===== src/rtl/testing_cpu_oci_dct_ctrl_if.sv =====
// testing_cpu_oci_dct_ctrl_if: trace-in, frame-out and status bundle of the OCI DCT sequencer.
// master = trace source / frame sink / monitor side, slave = sequencer side.
`default_nettype none

interface testing_cpu_oci_dct_ctrl_if #(
   parameter int SLOT_W = 2,
   parameter int SLOTS  = 15,
   parameter int CNT_W  = 4
);
   localparam int BUF_W = SLOT_W * SLOTS;

   logic              trc_valid;
   logic [SLOT_W-1:0] trc_code;
   logic              trc_ready;
   logic              flush;
   logic              test_ending;
   logic [BUF_W-1:0]  dct_buffer;
   logic [CNT_W-1:0]  dct_count;
   logic              frm_valid;
   logic [BUF_W-1:0]  frm_data;
   logic [CNT_W-1:0]  frm_count;
   logic              frm_ready;
   logic              test_has_ended;

   modport master (
      output trc_valid, trc_code, flush, test_ending, frm_ready,
      input  trc_ready, dct_buffer, dct_count, frm_valid, frm_data, frm_count, test_has_ended
   );

   modport slave (
      input  trc_valid, trc_code, flush, test_ending, frm_ready,
      output trc_ready, dct_buffer, dct_count, frm_valid, frm_data, frm_count, test_has_ended
   );
endinterface

`default_nettype wire


===== src/rtl/testing_cpu_oci_dct_ctrl.sv =====
// testing_cpu_oci_dct_ctrl: packs 2-bit trace codes into 15-slot frames and hands them to the
// trace sink over valid/ready; drains on test_ending. Rev 1.0
`default_nettype none

module testing_cpu_oci_dct_ctrl #(
   parameter int SLOT_W = 2,
   parameter int SLOTS  = 15,
   parameter int CNT_W  = 4
) (
   input wire                         clk,
   input wire                         reset_n,
   testing_cpu_oci_dct_ctrl_if.slave  bus
);
   localparam int               BUF_W   = SLOT_W * SLOTS;
   localparam logic [1:0]       ST_FILL = 2'd0;
   localparam logic [1:0]       ST_EMIT = 2'd1;
   localparam logic [1:0]       ST_DONE = 2'd2;
   localparam logic [CNT_W-1:0] FULL    = CNT_W'(SLOTS);

   logic [1:0]       state, state_nxt;
   logic [BUF_W-1:0] dct_buffer_q, dct_buffer_nxt;
   logic [CNT_W-1:0] dct_count_q, dct_count_nxt;
   logic             frm_valid_q, frm_valid_nxt;
   logic [BUF_W-1:0] frm_data_q, frm_data_nxt;
   logic [CNT_W-1:0] frm_count_q, frm_count_nxt;
   logic             end_pend_q, end_pend_nxt;
   logic [BUF_W-1:0] fill_buf;
   logic [CNT_W-1:0] fill_cnt;

   // reset_n is expected to arrive already release-synchronised to clk
   always_ff @(posedge clk or negedge reset_n) begin
      if (!reset_n) begin
         state        <= ST_FILL;
         dct_buffer_q <= '0;
         dct_count_q  <= '0;
         frm_valid_q  <= 1'b0;
         frm_data_q   <= '0;
         frm_count_q  <= '0;
         end_pend_q   <= 1'b0;
      end else begin
         state        <= state_nxt;
         dct_buffer_q <= dct_buffer_nxt;
         dct_count_q  <= dct_count_nxt;
         frm_valid_q  <= frm_valid_nxt;
         frm_data_q   <= frm_data_nxt;
         frm_count_q  <= frm_count_nxt;
         end_pend_q   <= end_pend_nxt;
      end
   end

   always_comb begin
      state_nxt      = state;
      dct_buffer_nxt = dct_buffer_q;
      dct_count_nxt  = dct_count_q;
      frm_valid_nxt  = frm_valid_q;
      frm_data_nxt   = frm_data_q;
      frm_count_nxt  = frm_count_q;
      end_pend_nxt   = end_pend_q;
      fill_buf       = dct_buffer_q;
      fill_cnt       = dct_count_q;
      case (state)
         ST_FILL: begin
            // fill_buf/fill_cnt include this cycle's code so a frame closed now carries it
            if (bus.trc_valid) begin
               fill_buf[SLOT_W*int'(dct_count_q) +: SLOT_W] = bus.trc_code;
               fill_cnt = dct_count_q + CNT_W'(1);
            end
            if (bus.test_ending) end_pend_nxt = 1'b1;
            if (fill_cnt == FULL || ((bus.flush || bus.test_ending) && fill_cnt != '0)) begin
               state_nxt      = ST_EMIT;
               frm_valid_nxt  = 1'b1;
               frm_data_nxt   = fill_buf;
               frm_count_nxt  = fill_cnt;
               dct_buffer_nxt = '0;
               dct_count_nxt  = '0;
            end else begin
               dct_buffer_nxt = fill_buf;
               dct_count_nxt  = fill_cnt;
               if (bus.test_ending) state_nxt = ST_DONE;
            end
         end
         ST_EMIT: begin
            if (bus.test_ending) end_pend_nxt = 1'b1;
            if (bus.frm_ready) begin
               frm_valid_nxt = 1'b0;
               frm_data_nxt  = '0;
               frm_count_nxt = '0;
               state_nxt     = (end_pend_q || bus.test_ending) ? ST_DONE : ST_FILL;
            end
         end
         default: state_nxt = ST_DONE;
      endcase
   end

   always_comb begin
      bus.trc_ready      = (state == ST_FILL);
      bus.test_has_ended = (state == ST_DONE);
   end

   assign bus.dct_buffer = dct_buffer_q;
   assign bus.dct_count  = dct_count_q;
   assign bus.frm_valid  = frm_valid_q;
   assign bus.frm_data   = frm_data_q;
   assign bus.frm_count  = frm_count_q;

endmodule

`default_nettype wire


===== src/flat_wrapper.sv =====
// flat-port wrapper written by rule: the top's interface ports become plain ports
module testing_cpu_oci_dct_ctrl_flat 
#(
   parameter int SLOT_W = 2,
   parameter int SLOTS  = 15,
   parameter int CNT_W  = 4
)
  (clk, reset_n, bus_trc_valid, bus_trc_code, bus_flush, bus_test_ending, bus_frm_ready, bus_trc_ready, bus_dct_buffer, bus_dct_count, bus_frm_valid, bus_frm_data, bus_frm_count, bus_test_has_ended);
  testing_cpu_oci_dct_ctrl_if #(.SLOT_W(SLOT_W), .SLOTS(SLOTS), .CNT_W(CNT_W)) bus_i ();
  input wire clk;
  input wire reset_n;
  input wire logic [$bits(bus_i.trc_valid)-1:0] bus_trc_valid;
  input wire logic [$bits(bus_i.trc_code)-1:0] bus_trc_code;
  input wire logic [$bits(bus_i.flush)-1:0] bus_flush;
  input wire logic [$bits(bus_i.test_ending)-1:0] bus_test_ending;
  input wire logic [$bits(bus_i.frm_ready)-1:0] bus_frm_ready;
  output wire logic [$bits(bus_i.trc_ready)-1:0] bus_trc_ready;
  output wire logic [$bits(bus_i.dct_buffer)-1:0] bus_dct_buffer;
  output wire logic [$bits(bus_i.dct_count)-1:0] bus_dct_count;
  output wire logic [$bits(bus_i.frm_valid)-1:0] bus_frm_valid;
  output wire logic [$bits(bus_i.frm_data)-1:0] bus_frm_data;
  output wire logic [$bits(bus_i.frm_count)-1:0] bus_frm_count;
  output wire logic [$bits(bus_i.test_has_ended)-1:0] bus_test_has_ended;
  assign bus_i.trc_valid = bus_trc_valid;
  assign bus_i.trc_code = bus_trc_code;
  assign bus_i.flush = bus_flush;
  assign bus_i.test_ending = bus_test_ending;
  assign bus_i.frm_ready = bus_frm_ready;
  assign bus_trc_ready = bus_i.trc_ready;
  assign bus_dct_buffer = bus_i.dct_buffer;
  assign bus_dct_count = bus_i.dct_count;
  assign bus_frm_valid = bus_i.frm_valid;
  assign bus_frm_data = bus_i.frm_data;
  assign bus_frm_count = bus_i.frm_count;
  assign bus_test_has_ended = bus_i.test_has_ended;
  testing_cpu_oci_dct_ctrl #(.SLOT_W(SLOT_W), .SLOTS(SLOTS), .CNT_W(CNT_W)) u_core (.clk(clk), .reset_n(reset_n), .bus(bus_i));
endmodule

===== config.mk =====
export PLATFORM = sky130hd
export DESIGN_NAME = testing_cpu_oci_dct_ctrl_flat
export DESIGN_NICKNAME = d
export VERILOG_FILES = /design/src/rtl/testing_cpu_oci_dct_ctrl_if.sv /design/src/rtl/testing_cpu_oci_dct_ctrl.sv /design/src/flat_wrapper.sv
export SDC_FILE = /design/constraint.sdc
export NUM_CORES = 1
export LEC_CHECK = 0
export BUFFER_PORTS_ARGS = -buffer_cell sky130_fd_sc_hd__buf_4
export CORE_UTILIZATION = 60
export CTS_BUF_LIST = sky130_fd_sc_hd__clkbuf_4 sky130_fd_sc_hd__clkbuf_8
export CTS_CLUSTER_DIAMETER = 40
export DETAILED_ROUTE_END_ITERATION = 8
export HOLD_SLACK_MARGIN = 0.12
export PLACE_DENSITY = 0.95
export SYNTH_ARGS = -nofsm -noshare
export SYNTH_HDL_FRONTEND = slang
export SYNTH_SLANG_ARGS = --single-unit

===== constraint.sdc =====
create_clock -name clk -period 8 [get_ports clk]
set_input_delay 0.8 -clock clk [delete_from_list [all_inputs] [get_ports clk]]
set_output_delay 0.8 -clock clk [all_outputs]
set_load 0.01 [all_outputs]

* After elaboration in Yosys (flattened, before gate mapping)
Cells that the tools add are included.
Cells by class: add/subtract/negate cells 2, eq/ne operators 6, shift-type cells 2, multiplexer cells 20, reductions and logical operators 11
Operator list (count):
- two-way mux 30 bit | 4
- case mux 30 bit (2 select lines) | 1
- negator 5 -> 33 bit | 1
- variable shift 2 x 33 -> 30 bit (first input constant) | 1
- indexed part select 2 x 33 -> 30 bit | 1
- bitwise mux 30 bit | 1
- two-way mux 4 bit | 5
- two-way mux 2 bit | 4
- case mux 4 bit (2 select lines) | 1
- adder 4 x 1 -> 4 bit (second input constant) | 1
- equality test 4 bit (second input constant) | 1
- case mux 2 bit (2 select lines) | 1
- AND reduction 2 bit | 2
- nonzero test 4 bit | 1
- logical OR 1 bit | 3
- inequality test 3 x 2 -> 1 bit (second input constant) | 1
- AND reduction 3 bit | 1
- equality test 2 x 1 -> 1 bit (second input constant) | 1
- equality test 2 bit (second input constant) | 1
- logical NOT 2 bit | 1
- two-way mux 1 bit | 2
- inequality test 2 x 1 -> 1 bit (second input constant) | 1
- inequality test 2 bit (second input constant) | 1
- case mux 1 bit (2 select lines) | 1
- other kinds (3) | 3
Storage, ports and cells: flip-flop bits (word level) 72, bits of input ports 8, output and inout port bits 71, word-level logic and storage cells 48

* Longest topological paths before layout
word-level depth 8, gate-level depth with buffers 11, mapped depth without buffers 7

* Least setup slack after synthesis
OpenSTA, ideal clock, no wires.
path type flip-flop to flip-flop, start point register u_core.dct_count_q[0] (netlist: u_core.bus.dct_count[0]), end point register u_core.frm_count_q[0] (netlist: u_core.bus.frm_count[0]), setup time 0.125 ns, arrival time 2.472 ns, required time 7.875 ns, slack 5.403 ns, stages on the path, launching flop included 12, path buffers 4, clock period less this slack 2.597 ns, path through dfrtp_1 > clkbuf_1 > inv_1 > ha_1 > clkbuf_1 > and4b_1 > a211oi_2 > a221o_1 > buf_2 > buf_6 > nor3_1 > a21oi_1
Between the ends: word-level cells in the longest chain between the ends 8, elaborated cells between the ends (all ways) 11, those cells by class add/sub: 1; eq/ne: 2; mux: 4; reduce/logical: 4
RTL lines:
- from (decl) | RTL line testing_cpu_oci_dct_ctrl.sv:22 | logic [CNT_W-1:0] dct_count_q, dct_count_nxt;
- from (signal assigned) | RTL line testing_cpu_oci_dct_ctrl.sv:43 | dct_count_q <= dct_count_nxt;
- adder 4 x 1 -> 4 bit | RTL line testing_cpu_oci_dct_ctrl.sv:66 | fill_cnt = dct_count_q + CNT_W'(1);
- two-way mux 4 bit * | RTL line testing_cpu_oci_dct_ctrl.sv:64 | if (bus.trc_valid) begin
- two-way mux 4 bit * | RTL line testing_cpu_oci_dct_ctrl.sv:61 | case (state)
- nonzero test 4 bit | RTL line testing_cpu_oci_dct_ctrl.sv:69 | if (fill_cnt == FULL || ((bus.flush || bus.test_ending) && fill_cnt != '0)) begin
- logical AND 1 bit | RTL line testing_cpu_oci_dct_ctrl.sv:69
- logical OR 1 bit | RTL line testing_cpu_oci_dct_ctrl.sv:69
- inequality test 2 x 1 -> 1 bit (no line)
- AND reduction 3 bit (no line)
- to (signal assigned) | RTL line testing_cpu_oci_dct_ctrl.sv:46 | frm_count_q <= frm_count_nxt;
- to (decl) | RTL line testing_cpu_oci_dct_ctrl.sv:25 | logic [CNT_W-1:0] frm_count_q, frm_count_nxt;
Every way passes the cells marked *; elsewhere a longest branch is shown, timed or not. The select of a mux whose other input is x is not followed. A chain may end at the register's enable or synchronous reset.

* Worst setup path after layout
start point register u_core.dct_count_q[0] (netlist: u_core.bus.dct_count[0]), end point register u_core.dct_count_q[1] (netlist: u_core.bus.dct_count[1])
Between the ends: word-level cells in the longest chain between the ends 7, elaborated cells between the ends (all ways) 8, those cells by class add/sub: 1; eq/ne: 1; mux: 3; reduce/logical: 3
RTL lines (RTL line):
- adder 4 x 1 -> 4 bit | testing_cpu_oci_dct_ctrl.sv:66
- two-way mux 4 bit * | testing_cpu_oci_dct_ctrl.sv:64
- two-way mux 4 bit * | testing_cpu_oci_dct_ctrl.sv:61
- nonzero test 4 bit | testing_cpu_oci_dct_ctrl.sv:69
- logical AND 1 bit | testing_cpu_oci_dct_ctrl.sv:69
- logical OR 1 bit | testing_cpu_oci_dct_ctrl.sv:69
- two-way mux 4 bit * | testing_cpu_oci_dct_ctrl.sv:69
Marked as above.

==> flow_summary_export.csv <==
group,metric,value,unit
outcome,status,"completed",
finish,n_antenna_cell,0,
pwr,intPower,1.009,mW
cts,clkSlewWorstSetupHoldPaths,0.08,ns
cts,postCtsResizedCells,0,
worst_setup_path,required,8.25,ns
synth,synth-edff-count,0,
synth,seq_area_frac_synth,50.87,%
cts,postCtsSetupBuffers,0,
synth,syn_inst,352,
synth,synth_area_leaders,"dfrtp_1 (51%), mux2i_1 (8.5%), nand3_1 (5.4%)",
place,placed_cell_area,4099,um^2
detailed_routing,antenna_left,0,
floorplan,die_area,6215,um^2
timing,finalMaxSlewViolations,0,
pwr,power_frac_seq,39.0,%
cts,cts.sinks,72,
pwr,ir_drop,0.0002126,V
synth,synth_common_cells,"dfrtp_1 (72), nand2_1 (40), nand3_1 (38)",
pwr,power.leakage,2.163,nW
worst_setup_path,cp_num_cells,7,
worst_setup_path,cp_num_buf_inv,1,
timing,worst_pin_slew,1.304,ns
synth,synth_warnings,0,
floorplan,core,5608,um^2
synth,synth_most_common_cell,"dfrtp_1",
synth,yosysUniqueCellTypes,41,
place,io_buffer_count,78,
timing,finalCritPeriodShare,42.23,%
grt,overflow,0,
timing,fin_tns_setup,0,ns
pwr,switchingPower,0.5691,mW
worst_setup_path,crit_chain,"inv_1 -> ha_1 -> and4b_1 -> a211oi_2 -> a22oi_2 -> nor2_1 -> a32o_1",
timing,slew_headroom,13.09,%
grt,grt_use_met2,47.65,%
place,dp.cells,479,
timing,period_needed,3.378,ns
worst_setup_path,endpoint,"u_core.bus.dct_count[1]",
worst_setup_path,r2r_end,"u_core.bus.dct_count[1]",
worst_setup_path,path_class,"reg -> reg",
place,dp_hpwl,5.644,mm
grt,grt_pass1_wl,14.46,mm
floorplan,start_util,63.16,%
grt,grtUsageMet3,5.977,%
finish,final_nets,431,
cts,clk_latency,0.35,ns
grt,grt_pass1_vias,2994,
cts,hold_buffers,0,
detailed_routing,routed_via_density,6.198,
worst_setup_path,cp_slowest_stage_delay,0.99,ns
pwr,clkPwrFrac,23.0,%
timing,setup_viol,0,
synth,synth_top_area_cell,"dfrtp_1",
finish,post-route-cell-area,4353,um^2
finish,drive_above_1_share,24.35,%
grt,grt-busiest-layer,"met2",
synth,avgSynthCellArea,10.06,um^2
cts,cts_inserted_buffers,9,
worst_setup_path,worstRegToRegCells,7,
worst_setup_path,r2r_slack,4.62,ns
worst_setup_path,critical_path.top_delay_family,"compound AO/OA/AOI/OAI gates",
pwr,p_sw_share,36.06,%
worst_hold_path,min_path_type,"reg -> reg",
place,routabilityCongestion,0.8897,
grt,grt_usage,30.35,%
pwr,power.density_cell_area,362.6,nW/um^2
detailed_routing,routedWlPerCell,17.59,um
timing,finalHoldViolations,0,
place,pre_cts_ws,4.744,ns
worst_setup_path,critPathLaunch,"u_core.bus.dct_count[0]",
cts,cts_root_buf,"clkbuf_8",
finish,area.growth.synth_to_final,22.89,%
floorplan,die_h,78.84,um
synth,ys.flop_type,"dfrtp_1",
worst_setup_path,arrival,3.62,ns
synth,yosysTopAreaCellShare,50.87,%
synth,ys_ff_latch,72,
grt,antenna_found_initial,0,
cts,clock_path_buffers,2,
worst_setup_path,path_max_fanout,27,
worst_setup_path,r2r_start,"u_core.bus.dct_count[0]",
worst_setup_path,slowest_stage,"a22oi_2",
flow_run,drv_cap,0,
grt,gr-usage-met1,39.69,%
detailed_routing,drc,0,
detailed_routing,drt_wl_total,8.706,mm
timing,grt_setup_unrepaired,"false",
detailed_routing,drtPass1Iterations,5,
synth,netlist_area,3542,um^2
synth,syn-num-nets,365,
timing,clock_skew,0.008474,ns
grt,grt_max_degree,73,
finish,fill_cells,358,
timing,max_freq,296.0,MHz
worst_setup_path,start_kind,"register",
cts,cts_tree,"yes",
floorplan,die_w,78.84,um
pwr,combinationalPowerShare,38.0,%
timing,fin_ws,4.622,ns
detailed_routing,num_vias,3068,
worst_setup_path,crit_path_end_kind,"register",
floorplan,row_count,27,
cts,cts.htree.levels,3,
floorplan,ios,79,
finish,fin_cells,495,
synth,synthArstFlopShare,100.0,%
detailed_routing,drt-initial-drc-count,286,
cell type report:
type	count	area (um^2)	area share, %
Clock inverter	5	102.6	2.357
Clock buffer	11	151.4	3.478
Inverter	11	41.29	0.9485
Sequential cell	72	1802	41.39
Timing Repair Buffer	80	600.6	13.80
Multi-Input combinational cell	244	1565	35.96
Tap cell	72	90.09	2.070
stage by stage:
| step | hold WS [ns] | util [%] | power, mW |
|---|---|---|---|
| finish | 0.4778 | 77.62 | 1.578 |
| global route | 0.4828 | 77.62 | 1.667 |
| CTS | 0.4793 | 77.62 | 1.578 |
| detailed placement | 0.4636 | 73.09 | 1.211 |
| global placement | 0.4372 | 73.09 | 1.180 |
| floorplan | 0.4278 | - | 0.9104 |
worst min-delay path by stage:
stage / to / slack [ns] / from / depth (start not counted)
floorplan: u_core.end_pend_q / 0.43 / u_core.end_pend_q / 1
global placement: u_core.end_pend_q / 0.44 / u_core.end_pend_q / 1
detailed placement: u_core.end_pend_q / 0.46 / u_core.end_pend_q / 1
CTS: u_core.end_pend_q / 0.48 / u_core.end_pend_q / 1
global route: u_core.end_pend_q / 0.48 / u_core.end_pend_q / 1
finish: u_core.end_pend_q / 0.48 / u_core.end_pend_q / 1
layout by cell type (no fill, tap or decap), drive strengths merged, types with 5 or more instances in the layout:
master and count:
nand3 38, ha 5, o31ai 22, nor2 7
buf 80, mux2i 30, nand2 41, inv 11
o21ai 39, nor3 5, and3 11, clkbuf 11
dfrtp 72, a21oi 8
flip-flops by register name, summed over array words and instances, names as in the netlist:
name and cells:
u_core.bus.dct_buffer 30, u_core.bus.dct_count 4, u_core.bus.frm_count 4, u_core.bus.frm_data 30, u_core.bus.frm_valid 1, u_core.end_pend_q 1
u_core.state 2
power by group through the flow:
| stage | clock [mW] | sequential [mW] | combinational [mW] |
|---|---|---|---|
| 2_1_floorplan | 0 | 0.655 | 0.256 |
| 3_3_place_gp | 0 | 0.609 | 0.571 |
| 3_5_place_dp | 0 | 0.618 | 0.594 |
| 4_1_cts | 0.364 | 0.613 | 0.601 |
| 5_1_grt | 0.380 | 0.630 | 0.656 |
| 6_report | 0.363 | 0.616 | 0.599 |
logic make-up (layout without fill, tap and decap cells):
kind of cell,count (synthesis),count (layout),synth area share (%)
xor gates and xnor gates,4,4,1.201
AOI/OAI and AO/OA,88,88,16.64
DFF,72,72,50.87
buffers and inverters,36,107,4.981
and+or+nand+nor,117,117,16.07
muxes,30,30,8.478
adders and majority gates,5,5,1.766
metal layers:
metal / vias to the layer above / routed length [um]
met2: 139 / 4278
met3: 21 / 585
met5: - / 0
met4: 0 / 169
li1: 1402 / -
met1: 1506 / 3671
worst register-to-register path: stages, from the launching register on:
cell and delay, ns:
dfrtp_1 0.73, inv_1 0.14, ha_1 0.46, and4b_1 0.26, a211oi_2 0.11, a22oi_2 0.99, nor2_1 0.24, a32o_1 0.34
Power figures use the tool's default switching activity.
